--- src/rtl/keypad_scanner_if.sv ---
// ----------------------------------------------------------------------------
// keypad_scanner_if
//   Groups the keypad pins and the key-code bus of keypad_scanner.
//   Signals:
//     row_n     keypad rows [4:1], active-low, asynchronous to clk
//     lock      suppresses key strobes while high
//     col_n     keypad column drives [4:1], active-low one-hot
//     key_code  code of the last accepted key
//     key_valid one-cycle strobe when key_code is updated
//     key_held  high while an accepted key remains pressed
//   Modports:
//     slave  - the scanner itself
//     master - the environment (keypad pins and login block)
// ----------------------------------------------------------------------------
interface keypad_scanner_if;
    logic [3:0] row_n;
    logic       lock;
    logic [3:0] col_n;
    logic [3:0] key_code;
    logic       key_valid;
    logic       key_held;

    modport slave (
        input  row_n,
        input  lock,
        output col_n,
        output key_code,
        output key_valid,
        output key_held
    );

    modport master (
        output row_n,
        output lock,
        input  col_n,
        input  key_code,
        input  key_valid,
        input  key_held
    );
endinterface

--- src/rtl/keypad_scanner.sv ---
// ----------------------------------------------------------------------------
// keypad_scanner
//   4x4 matrix keypad front end. Drives the columns one at a time, samples the
//   synchronized rows, classifies each full scan (none / single / multi) and
//   debounces one key per press. An accepted press updates key_code with a
//   one-cycle key_valid strobe unless lock is high.
//
//   Ports:
//     clk  system clock
//     rst  synchronous, active-low reset
//     kp   keypad_scanner_if.slave (row_n, lock in; col_n, key_code,
//          key_valid, key_held out)
//
//   Parameters:
//     SCAN_DIV       cycles each column is driven before its rows are sampled
//     DEBOUNCE_SCANS identical full scans needed to accept a press or release
//     REPEAT_SCANS   full scans between auto-repeat strobes
//
//   Build option:
//     KEYPAD_REPEAT_EN  when defined, a held key re-strobes every REPEAT_SCANS
//                       full scans; when undefined no repeat logic exists.
//
//   Key code for row r / column c (1-based) is (r-1)*4+(c-1), i.e. the 2-bit
//   row index concatenated with the 2-bit column index.
// ----------------------------------------------------------------------------
module keypad_scanner #(
    parameter int SCAN_DIV       = 4,
    parameter int DEBOUNCE_SCANS = 3,
    parameter int REPEAT_SCANS   = 8
) (
    input  logic              clk,
    input  logic              rst,
    keypad_scanner_if.slave   kp
);

    localparam int DW = (SCAN_DIV > 2) ? $clog2(SCAN_DIV) : 1;
    localparam int CW = $clog2(DEBOUNCE_SCANS + 1);
    localparam logic [DW-1:0] DIV_LAST = DW'(SCAN_DIV - 1);
    localparam logic [CW-1:0] DEB_N    = CW'(DEBOUNCE_SCANS);
    localparam bit            DEB_ONE  = (DEBOUNCE_SCANS == 1);

    typedef enum logic [1:0] {
        ST_IDLE      = 2'd0,
        ST_CANDIDATE = 2'd1,
        ST_PRESSED   = 2'd2,
        ST_RELEASING = 2'd3
    } state_t;

    // Number of active (low) rows in one column sample.
    function automatic logic [2:0] hit_count(input logic [3:0] hits);
        hit_count = {2'b00, hits[0]} + {2'b00, hits[1]}
                  + {2'b00, hits[2]} + {2'b00, hits[3]};
    endfunction

    // Index of the lowest active row; only meaningful when one row is active.
    function automatic logic [1:0] first_row(input logic [3:0] hits);
        if (hits[0]) begin
            first_row = 2'd0;
        end else if (hits[1]) begin
            first_row = 2'd1;
        end else if (hits[2]) begin
            first_row = 2'd2;
        end else begin
            first_row = 2'd3;
        end
    endfunction

    logic [3:0]    r_row_meta;
    logic [3:0]    r_row_sync;
    logic [DW-1:0] r_div;
    logic [1:0]    r_col;
    logic [3:0]    r_col_n;
    logic [1:0]    r_acc_cnt;     // keys seen so far this scan, saturates at 2
    logic [3:0]    r_acc_code;

    state_t        r_state;
    logic [3:0]    r_cand;
    logic [CW-1:0] r_cnt;         // press debounce count, reused for release
    logic [3:0]    r_key_code;
    logic          r_key_valid;
    logic          r_key_held;

    logic          w_sample;
    logic          w_scan_end;
    logic [1:0]    w_col_next;
    logic [3:0]    w_col_hits;
    logic [2:0]    w_tot_cnt;
    logic [3:0]    w_tot_code;
    logic          w_none;
    logic          w_single;

    state_t        w_state_nx;
    logic [3:0]    w_cand_nx;
    logic [CW-1:0] w_cnt_nx;
    logic [3:0]    w_code_nx;
    logic          w_valid_nx;
    logic          w_held_nx;
    logic          w_accept;
    logic          w_fire;

`ifdef KEYPAD_REPEAT_EN
    localparam int RW = $clog2(REPEAT_SCANS + 1);
    localparam logic [RW-1:0] REP_N = RW'(REPEAT_SCANS);
    logic [RW-1:0] r_rep_cnt;
    logic [RW-1:0] w_rep_nx;
    logic          w_repeat;
`endif

    // Scan timing and the full-scan classification of the current sample.
    always_comb begin
        w_sample   = (r_div == DIV_LAST);
        w_scan_end = w_sample && (r_col == 2'd3);
        w_col_next = r_col + 2'd1;
        w_col_hits = ~r_row_sync;
        w_tot_cnt  = {1'b0, r_acc_cnt} + hit_count(w_col_hits);
        if (r_acc_cnt == 2'd0) begin
            w_tot_code = {first_row(w_col_hits), r_col};
        end else begin
            w_tot_code = r_acc_code;
        end
        w_none   = (w_tot_cnt == 3'd0);
        w_single = (w_tot_cnt == 3'd1);
    end

    // Two-flop synchronizer for the asynchronous row inputs.
    always_ff @(posedge clk) begin
        if (!rst) begin
            r_row_meta <= 4'b1111;
            r_row_sync <= 4'b1111;
        end else begin
            r_row_meta <= kp.row_n;
            r_row_sync <= r_row_meta;
        end
    end

    // Column dwell counter, column drive and per-scan key accumulation.
    always_ff @(posedge clk) begin
        if (!rst) begin
            r_div      <= '0;
            r_col      <= 2'd0;
            r_col_n    <= 4'b1110;
            r_acc_cnt  <= 2'd0;
            r_acc_code <= 4'h0;
        end else if (w_sample) begin
            r_div   <= '0;
            r_col   <= w_col_next;
            r_col_n <= ~(4'b0001 << w_col_next);
            if (r_col == 2'd3) begin
                r_acc_cnt  <= 2'd0;
                r_acc_code <= 4'h0;
            end else begin
                r_acc_cnt  <= (w_tot_cnt > 3'd1) ? 2'd2 : w_tot_cnt[1:0];
                r_acc_code <= w_tot_code;
            end
        end else begin
            r_div <= r_div + DW'(1);
        end
    end

    // Debounce FSM next state and output values, evaluated once per full scan.
    always_comb begin
        w_state_nx = r_state;
        w_cand_nx  = r_cand;
        w_cnt_nx   = r_cnt;
        w_code_nx  = r_key_code;
        w_valid_nx = 1'b0;
        w_held_nx  = r_key_held;
        w_accept   = 1'b0;
`ifdef KEYPAD_REPEAT_EN
        w_repeat   = 1'b0;
        w_rep_nx   = kp.lock ? '0 : r_rep_cnt;
`endif
        if (w_scan_end) begin
            case (r_state)
                ST_IDLE: begin
                    if (w_single) begin
                        w_cand_nx = w_tot_code;
                        w_cnt_nx  = CW'(1);
                        if (DEB_ONE) begin
                            w_state_nx = ST_PRESSED;
                            w_accept   = 1'b1;
                        end else begin
                            w_state_nx = ST_CANDIDATE;
                        end
                    end else begin
                        w_state_nx = ST_IDLE;
                    end
                end
                ST_CANDIDATE: begin
                    if (w_single) begin
                        if (w_tot_code == r_cand) begin
                            if (r_cnt + CW'(1) == DEB_N) begin
                                w_state_nx = ST_PRESSED;
                                w_accept   = 1'b1;
                            end else begin
                                w_cnt_nx = r_cnt + CW'(1);
                            end
                        end else begin
                            w_cand_nx = w_tot_code;
                            w_cnt_nx  = CW'(1);
                        end
                    end else begin
                        w_state_nx = ST_IDLE;
                        w_cnt_nx   = '0;
                    end
                end
                ST_PRESSED: begin
                    if (w_none) begin
`ifdef KEYPAD_REPEAT_EN
                        w_rep_nx = '0;
`endif
                        if (DEB_ONE) begin
                            w_state_nx = ST_IDLE;
                            w_held_nx  = 1'b0;
                            w_cnt_nx   = '0;
                        end else begin
                            w_state_nx = ST_RELEASING;
                            w_cnt_nx   = CW'(1);
                        end
                    end else begin
                        w_state_nx = ST_PRESSED;
`ifdef KEYPAD_REPEAT_EN
                        if (w_single && (w_tot_code == r_cand) && !kp.lock) begin
                            if (r_rep_cnt + RW'(1) == REP_N) begin
                                w_rep_nx = '0;
                                w_repeat = 1'b1;
                            end else begin
                                w_rep_nx = r_rep_cnt + RW'(1);
                            end
                        end else begin
                            w_rep_nx = '0;
                        end
`endif
                    end
                end
                ST_RELEASING: begin
                    if (w_none) begin
                        if (r_cnt + CW'(1) == DEB_N) begin
                            w_state_nx = ST_IDLE;
                            w_held_nx  = 1'b0;
                            w_cnt_nx   = '0;
                        end else begin
                            w_cnt_nx = r_cnt + CW'(1);
                        end
                    end else begin
                        // Release bounce: the key stays accepted, no new strobe.
                        w_state_nx = ST_PRESSED;
                        w_cnt_nx   = '0;
`ifdef KEYPAD_REPEAT_EN
                        w_rep_nx   = '0;
`endif
                    end
                end
                default: begin
                    w_state_nx = ST_IDLE;
                    w_cnt_nx   = '0;
                    w_held_nx  = 1'b0;
                end
            endcase
        end else begin
            w_state_nx = r_state;
        end

        // A press accepted under lock is consumed silently.
`ifdef KEYPAD_REPEAT_EN
        w_rep_nx = w_accept ? '0 : w_rep_nx;
        w_fire   = (w_accept && !kp.lock) || w_repeat;
`else
        w_fire   = w_accept && !kp.lock;
`endif
        w_held_nx  = w_held_nx | w_accept;
        w_valid_nx = w_fire;
        w_code_nx  = w_fire ? w_cand_nx : w_code_nx;
    end

    // Debounce FSM state and registered outputs.
    always_ff @(posedge clk) begin
        if (!rst) begin
            r_state     <= ST_IDLE;
            r_cand      <= 4'h0;
            r_cnt       <= '0;
            r_key_code  <= 4'h0;
            r_key_valid <= 1'b0;
            r_key_held  <= 1'b0;
        end else begin
            r_state     <= w_state_nx;
            r_cand      <= w_cand_nx;
            r_cnt       <= w_cnt_nx;
            r_key_code  <= w_code_nx;
            r_key_valid <= w_valid_nx;
            r_key_held  <= w_held_nx;
        end
    end

`ifdef KEYPAD_REPEAT_EN
    // Auto-repeat scan counter.
    always_ff @(posedge clk) begin
        if (!rst) begin
            r_rep_cnt <= '0;
        end else begin
            r_rep_cnt <= w_rep_nx;
        end
    end
`endif

    assign kp.col_n     = r_col_n;
    assign kp.key_code  = r_key_code;
    assign kp.key_valid = r_key_valid;
    assign kp.key_held  = r_key_held;

endmodule

--- src/flat_wrapper.sv ---
// flat-port wrapper written by rule: the top's interface ports become plain ports
module keypad_scanner_flat 
#(
    parameter int SCAN_DIV       = 4,
    parameter int DEBOUNCE_SCANS = 3,
    parameter int REPEAT_SCANS   = 8
)
  (clk, rst, kp_row_n, kp_lock, kp_col_n, kp_key_code, kp_key_valid, kp_key_held);
  keypad_scanner_if kp_i ();
  input  logic clk;
  input  logic rst;
  input wire logic [$bits(kp_i.row_n)-1:0] kp_row_n;
  input wire logic [$bits(kp_i.lock)-1:0] kp_lock;
  output wire logic [$bits(kp_i.col_n)-1:0] kp_col_n;
  output wire logic [$bits(kp_i.key_code)-1:0] kp_key_code;
  output wire logic [$bits(kp_i.key_valid)-1:0] kp_key_valid;
  output wire logic [$bits(kp_i.key_held)-1:0] kp_key_held;
  assign kp_i.row_n = kp_row_n;
  assign kp_i.lock = kp_lock;
  assign kp_col_n = kp_i.col_n;
  assign kp_key_code = kp_i.key_code;
  assign kp_key_valid = kp_i.key_valid;
  assign kp_key_held = kp_i.key_held;
  keypad_scanner #(.SCAN_DIV(SCAN_DIV), .DEBOUNCE_SCANS(DEBOUNCE_SCANS), .REPEAT_SCANS(REPEAT_SCANS)) u_core (.clk(clk), .rst(rst), .kp(kp_i));
endmodule
--- config.mk ---
export PLATFORM = sky130hd
export DESIGN_NAME = keypad_scanner_flat
export DESIGN_NICKNAME = d
export VERILOG_FILES = /design/src/rtl/keypad_scanner_if.sv /design/src/rtl/keypad_scanner.sv /design/src/flat_wrapper.sv
export SDC_FILE = /design/constraint.sdc
export NUM_CORES = 1
export LEC_CHECK = 0
export CAP_MARGIN = 20
export CORE_MARGIN = 1.5
export CORE_UTILIZATION = 55
export CTS_CLUSTER_DIAMETER = 100
export CTS_CLUSTER_SIZE = 16
export DETAILED_ROUTE_END_ITERATION = 16
export GPL_TIMING_DRIVEN = 0
export PLACE_DENSITY_LB_ADDON = 0.3
export SLEW_MARGIN = 20
export SYNTH_ARGS = -nofsm -noshare
export SYNTH_HDL_FRONTEND = slang
export SYNTH_SLANG_ARGS = --single-unit
--- constraint.sdc ---
create_clock -name clk -period 4.8 [get_ports clk]
set_input_delay 0.48 -clock clk [delete_from_list [all_inputs] [get_ports clk]]
set_output_delay 0.48 -clock clk [all_outputs]
set_load 0.005 [all_outputs]
Word level (Yosys, flattened, before mapping):

Cells that the tools add are included.

* register bits after elaboration: 36
* input bits: 7
* output and inout port bits: 10
* word-level logic and storage cells: 86

* $add $sub $neg: 7
* $lt $le $gt $ge: 1
* equality and inequality tests: 14
* shift operators: 1
* multiplexer cells: 37
* bitwise operators: 4
* reduce and logical (&&, ||, !) cells: 9

Operators with widths (number)
* 2-to-1 mux 2 bit: 16
* 2-to-1 mux 4 bit: 6
* one-hot mux 2 bit (4 select lines): 2
* 2-to-1 mux 1 bit: 12
* == test 2 bit, second input constant: 5
* != test 3 bit, second input constant: 3
* NOT 4 bit: 2
* one-hot mux 4 bit (2 select lines): 1
* AND reduction 4 bit: 2
* adder 2 x 1 -> 2 bit, second input constant: 3
* adder 3 x 1 -> 3 bit: 2
* == test 4 bit: 1
* logical NOT 2 bit: 2
* != test 2 x 1 -> 1 bit, second input constant: 2
* != test 4 bit, second input constant: 1
* << shifter 1 x 2 -> 4 bit, first input constant: 1
* adder 2 x 3 -> 3 bit: 1
* == test 3 x 1 -> 1 bit, second input constant: 1
* > comparator 3 x 1 -> 1 bit, second input constant: 1
* logical NOT 3 bit: 1
* adder 1 x 1 -> 2 bit: 1
* == test 2 x 1 -> 1 bit, second input constant: 1
* logical AND 1 bit: 2
* OR reduction 2 bit: 1
* 3 further kinds: 3

Depth between registers and ports, before layout:

* depth in word-level cells: 11
* depth in mapped cells: 12

Worst setup path before layout:

OpenSTA, ideal clock, no wires.

* path type: reg2reg
* from: register u_core.r_row_sync[0]
* to: register u_core.r_key_code[0], in the netlist u_core.kp.key_code[0]
* setup time: 58 ps
* arrival time: 2889 ps
* setup slack: 1852 ps
* cell stages (with the launch flop): 13
* period minus slack after synthesis: 2948 ps
* cell sequence: dfxtp_1 -> inv_1 -> ha_1 -> fa_1 -> ha_1 -> fa_1 -> xnor2_1 -> nand2b_1 -> clkbuf_1 -> nor3_2 -> nor2_1 -> a211oi_1 -> mux2_2

* word-level cells in the longest chain between the ends: 10
* elaborated cells between the ends (all ways): 19

RTL lines
* start: declaration: RTL line keypad_scanner.sv:69 `logic [3:0] r_row_sync;`
* start signal: assignment: RTL line keypad_scanner.sv:132 `r_row_sync <= r_row_meta;`
* NOT 4 bit (*): RTL line keypad_scanner.sv:114 `w_col_hits = ~r_row_sync;`
* adder 1 x 1 -> 2 bit: RTL line keypad_scanner.sv:51 `hit_count = {2'b00, hits[0]} + {2'b00, hits[1]}`
* adder 3 x 1 -> 3 bit (2 in a row): RTL line keypad_scanner.sv:52 `+ {2'b00, hits[2]} + {2'b00, hits[3]};`
* adder 2 x 3 -> 3 bit: RTL line keypad_scanner.sv:115 `w_tot_cnt = {1'b0, r_acc_cnt} + hit_count(w_col_hits);`
* == test 3 x 1 -> 1 bit: RTL line keypad_scanner.sv:122 `w_single = (w_tot_cnt == 3'd1);`
* 2-to-1 mux 1 bit: RTL line keypad_scanner.sv:190 `if (w_single) begin`
* 2-to-1 mux 1 bit: RTL line keypad_scanner.sv:174 `case (r_state)`
* 2-to-1 mux 1 bit: RTL line keypad_scanner.sv:173 `if (w_scan_end) begin`
* logical AND 1 bit: RTL line keypad_scanner.sv:269 `w_fire = w_accept && !kp.lock;`
* end signal: assignment: RTL line keypad_scanner.sv:289 `r_key_code <= w_code_nx;`
* end: declaration: RTL line keypad_scanner.sv:79 `logic [3:0] r_key_code;`

Mark *: on every way between the ends. The rest lies on a longest branch, timed or not.
A chain may end at the register's enable or synchronous reset.

Worst setup path after layout:

* from: register u_core.r_row_sync[0]
* to: register u_core.r_key_code[1], in the netlist u_core.kp.key_code[1]

The elaborated chain is that of the path after synthesis.

==> flow_summary.yaml <==
placed_design:
  dpl.cell_count: 232
  pre_cts_ws_ns: 1.49
  place_hpwl_um: 2400
  place_area_um2: 1910
  routabilityCongestion: 0.882
  port_buffers: 16
timing:
  setup_viol: 0
  fin_skew_ns: 0.0129
  fin_crit_sh: 0.702
  setup-tns-final_ns: 0
  postLayoutSetupSlackWorst_ns: 1.43
  max_freq_ghz: 0.297
  rsz0062_at_grt: "false"
  fin_crit_ns: 3.37
  slew_headroom: 0.670
  hold_viol_final: 0
  whs_ns: 0.421
  drv_slew: 0
  worst_pin_slew_ns: 0.492
run_status:
  status: "completed"
cts:
  root_buffer: "clkbuf_4"
  worstSkewPairLatency_ns: 0.33
  cts_buffers: 5
  cts_max_level: 2
  cts_tree: "done"
  clock_path_buffers: 2
  post-cts-setup-buffers: 0
  cts_hold_buf: 0
  path_clk_slew_ns: 0.11
  cts_resized: 0
  clkSinkCount: 36
synthesis:
  netlist_area_um2: 1710
  syn_nets: 205
  synth_cell_types: 37
  yosys_warnings: 0
  synth-edff-count: 0
  yosysSeqAreaShare: 0.422
  syn_area_per_cell_um2: 9.33
  syn_inst: 183
  synth_flop_cell: "dfxtp_1"
  async_flop_share: 0
  ys_ff_latch: 36
finish:
  nets: 228
  layout_common_cells: "36 x dfxtp_1, 19 x nor2_1, 16 x nand2_1, 16 x clkdlybuf4s50_1, 13 x ha_1"
  design_area_um2: 1990
  final_common_cell: "dfxtp_1"
  drive_gt1_frac: 0.0918
  final_cells: 240
  syn_to_final_growth_pct: 16.5
  final_core_util: 0.663
  antenna_cells: 0
die:
  die_area_um2: 3450
  pin_count: 17
  row_count: 20
  die_h_um: 58.7
  die_w_um: 58.7
  initial_core_util: 0.569
  coreArea_um2: 3000
power:
  switching_share: 0.242
  switching_power_mw: 0.141
  sequentialPowerShare: 0.537
  max-vdd-ir-drop_v: 0.000203
  combPwrFrac: 0.106
  finalPower_mw: 0.582
  p_int_mw: 0.442
  p_clk_frac: 0.357
  p_leak_nw: 0.825
  p_per_area_nw_per_um2: 293
global_route:
  grt_pass1_vias: 1261
  overflow: 0
  grt_pass1_wl_um: 5250
  grtUsageTotal: 0.204
  antenna_found_initial: 0
  grt_max_degree: 13
worst_setup_path:
  path_class: "reg2reg"
  crit_path_cell_trace: "inv_1 > ha_1 > fa_1 > ha_1 > fa_1 > xnor2_1 > nand2b_1 > clkbuf_1 > nor3_2 > nor2_1 > a211oi_1 > mux2_2"
  cp-start-kind: "flop"
  worst_path_largest_cell_delay_ns: 0.49
  end_kind: "flop"
  critPathBufInv: 2
  cp_slowest_cell: "nor3_2"
  arrival_ns: 3.65
  crit_fanout: 9
  critical_path.top_delay_family: "adder cells"
  critPathRequiredTime_ns: 5.08
drt:
  routed_wl_um: 3170
  via_per_inst: 5.44
  first_pass_iters: 4
  drt_iter0_drc: 26
  ant_nets: 0
  drc_errors: 0
  wire_per_inst_um: 13.2
  vias: 1305
flow_run:
  maxCapViolCount: 0
hold_path:
  worstHoldPathType: "reg2reg"
-- sequential cells by signal, indices dropped and copies added (netlist names) --
signal               flops
u_core.kp.col_n          4
u_core.kp.key_code       4
u_core.kp.key_held       1
u_core.kp.key_valid      1
u_core.r_acc_cnt         2
u_core.r_acc_code        4
u_core.r_cand            4
u_core.r_cnt             2
u_core.r_col             2
u_core.r_div             2
u_core.r_row_meta        4
u_core.r_row_sync        4
u_core.r_state           2
-- per-layer routing --
layer	up-vias	global-route usage	wire length (um)
li1	673	-	-
met5	-	0	0
met3	4	0.0418	134
met2	35	0.367	1610
met1	593	0.218	1380
met4	0	0.123	55
-- worst reg2reg max path, stage by stage (launching register included) --
cell,delay [ns]
dfxtp_1,0.39
inv_1,0.06
ha_1,0.30
fa_1,0.44
ha_1,0.20
fa_1,0.40
xnor2_1,0.17
nand2b_1,0.07
clkbuf_1,0.21
nor3_2,0.49
nor2_1,0.08
a211oi_1,0.30
mux2_2,0.21
-- cells in the mapped netlist (all sizes together) (2+ instances only) --
| cell | instances | share of area |
|---|---|---|
| dfxtp | 36 | 0.42 |
| inv | 11 | 0.024 |
| nand4 | 3 | 0.015 |
| xnor2 | 6 | 0.031 |
| a211oi | 5 | 0.022 |
| ha | 13 | 0.095 |
| nor2 | 20 | 0.045 |
| nand2b | 10 | 0.037 |
| mux2i | 4 | 0.023 |
| and2 | 5 | 0.018 |
| fa | 2 | 0.023 |
| a31oi | 3 | 0.011 |
| o21ai | 6 | 0.018 |
| and3 | 3 | 0.011 |
| a21oi | 5 | 0.015 |
| nor3 | 4 | 0.015 |
| clkbuf | 7 | 0.015 |
| nor2b | 3 | 0.011 |
| nand2 | 16 | 0.035 |
| a32oi | 3 | 0.015 |
| mux2 | 4 | 0.026 |
| nor4 | 3 | 0.020 |
-- power groups by stage --
stage	Clock, mW	Combinational [mW]	Sequential (mW)
global route	0.226	0.0690	0.314
detailed placement	0	0.0612	0.320
floorplan	0	0.0428	0.318
global placement	0	0.0587	0.319
CTS	0.213	0.0615	0.313
finish	0.208	0.0616	0.313
-- path summary, 6_finish.rpt --
| check | start | endpoint | slack [ns] | cells after the start |
|---|---|---|---|---|
| max | u_core.r_row_sync[0] | u_core.kp.key_code[1] | 1.43 | 12 |
| max reg2reg | u_core.r_row_sync[0] | u_core.kp.key_code[1] | 1.43 | 12 |
| min reg2reg | u_core.r_row_meta[3] | u_core.r_row_sync[3] | 0.42 | 1 |
| min | u_core.r_row_meta[3] | u_core.r_row_sync[3] | 0.42 | 1 |
-- final cells by class --
cell class / count / area [um2]
clock inverters: 3 / 42.5
clock buffers: 5 / 37.5
flip-flops and latches: 36 / 721
repair buffers: 16 / 160
inverters: 11 / 41.3
fillers: 247 / 1010
well taps: 33 / 41.3
plain buffers: 7 / 26.3
multi-input cells: 129 / 920
-- logic make-up (layout without fill, tap and decap cells) --
group,after synthesis,after routing,synth area share
adders and majority gates,15,15,0.119
xor gates and xnor gates,6,6,0.0308
DFF,36,36,0.422
and+or+nand+nor,70,70,0.218
buffers and inverters,18,42,0.0396
muxes,8,8,0.0498
AOI/OAI and AO/OA,30,30,0.122
(Power assumes the default switching activity.)
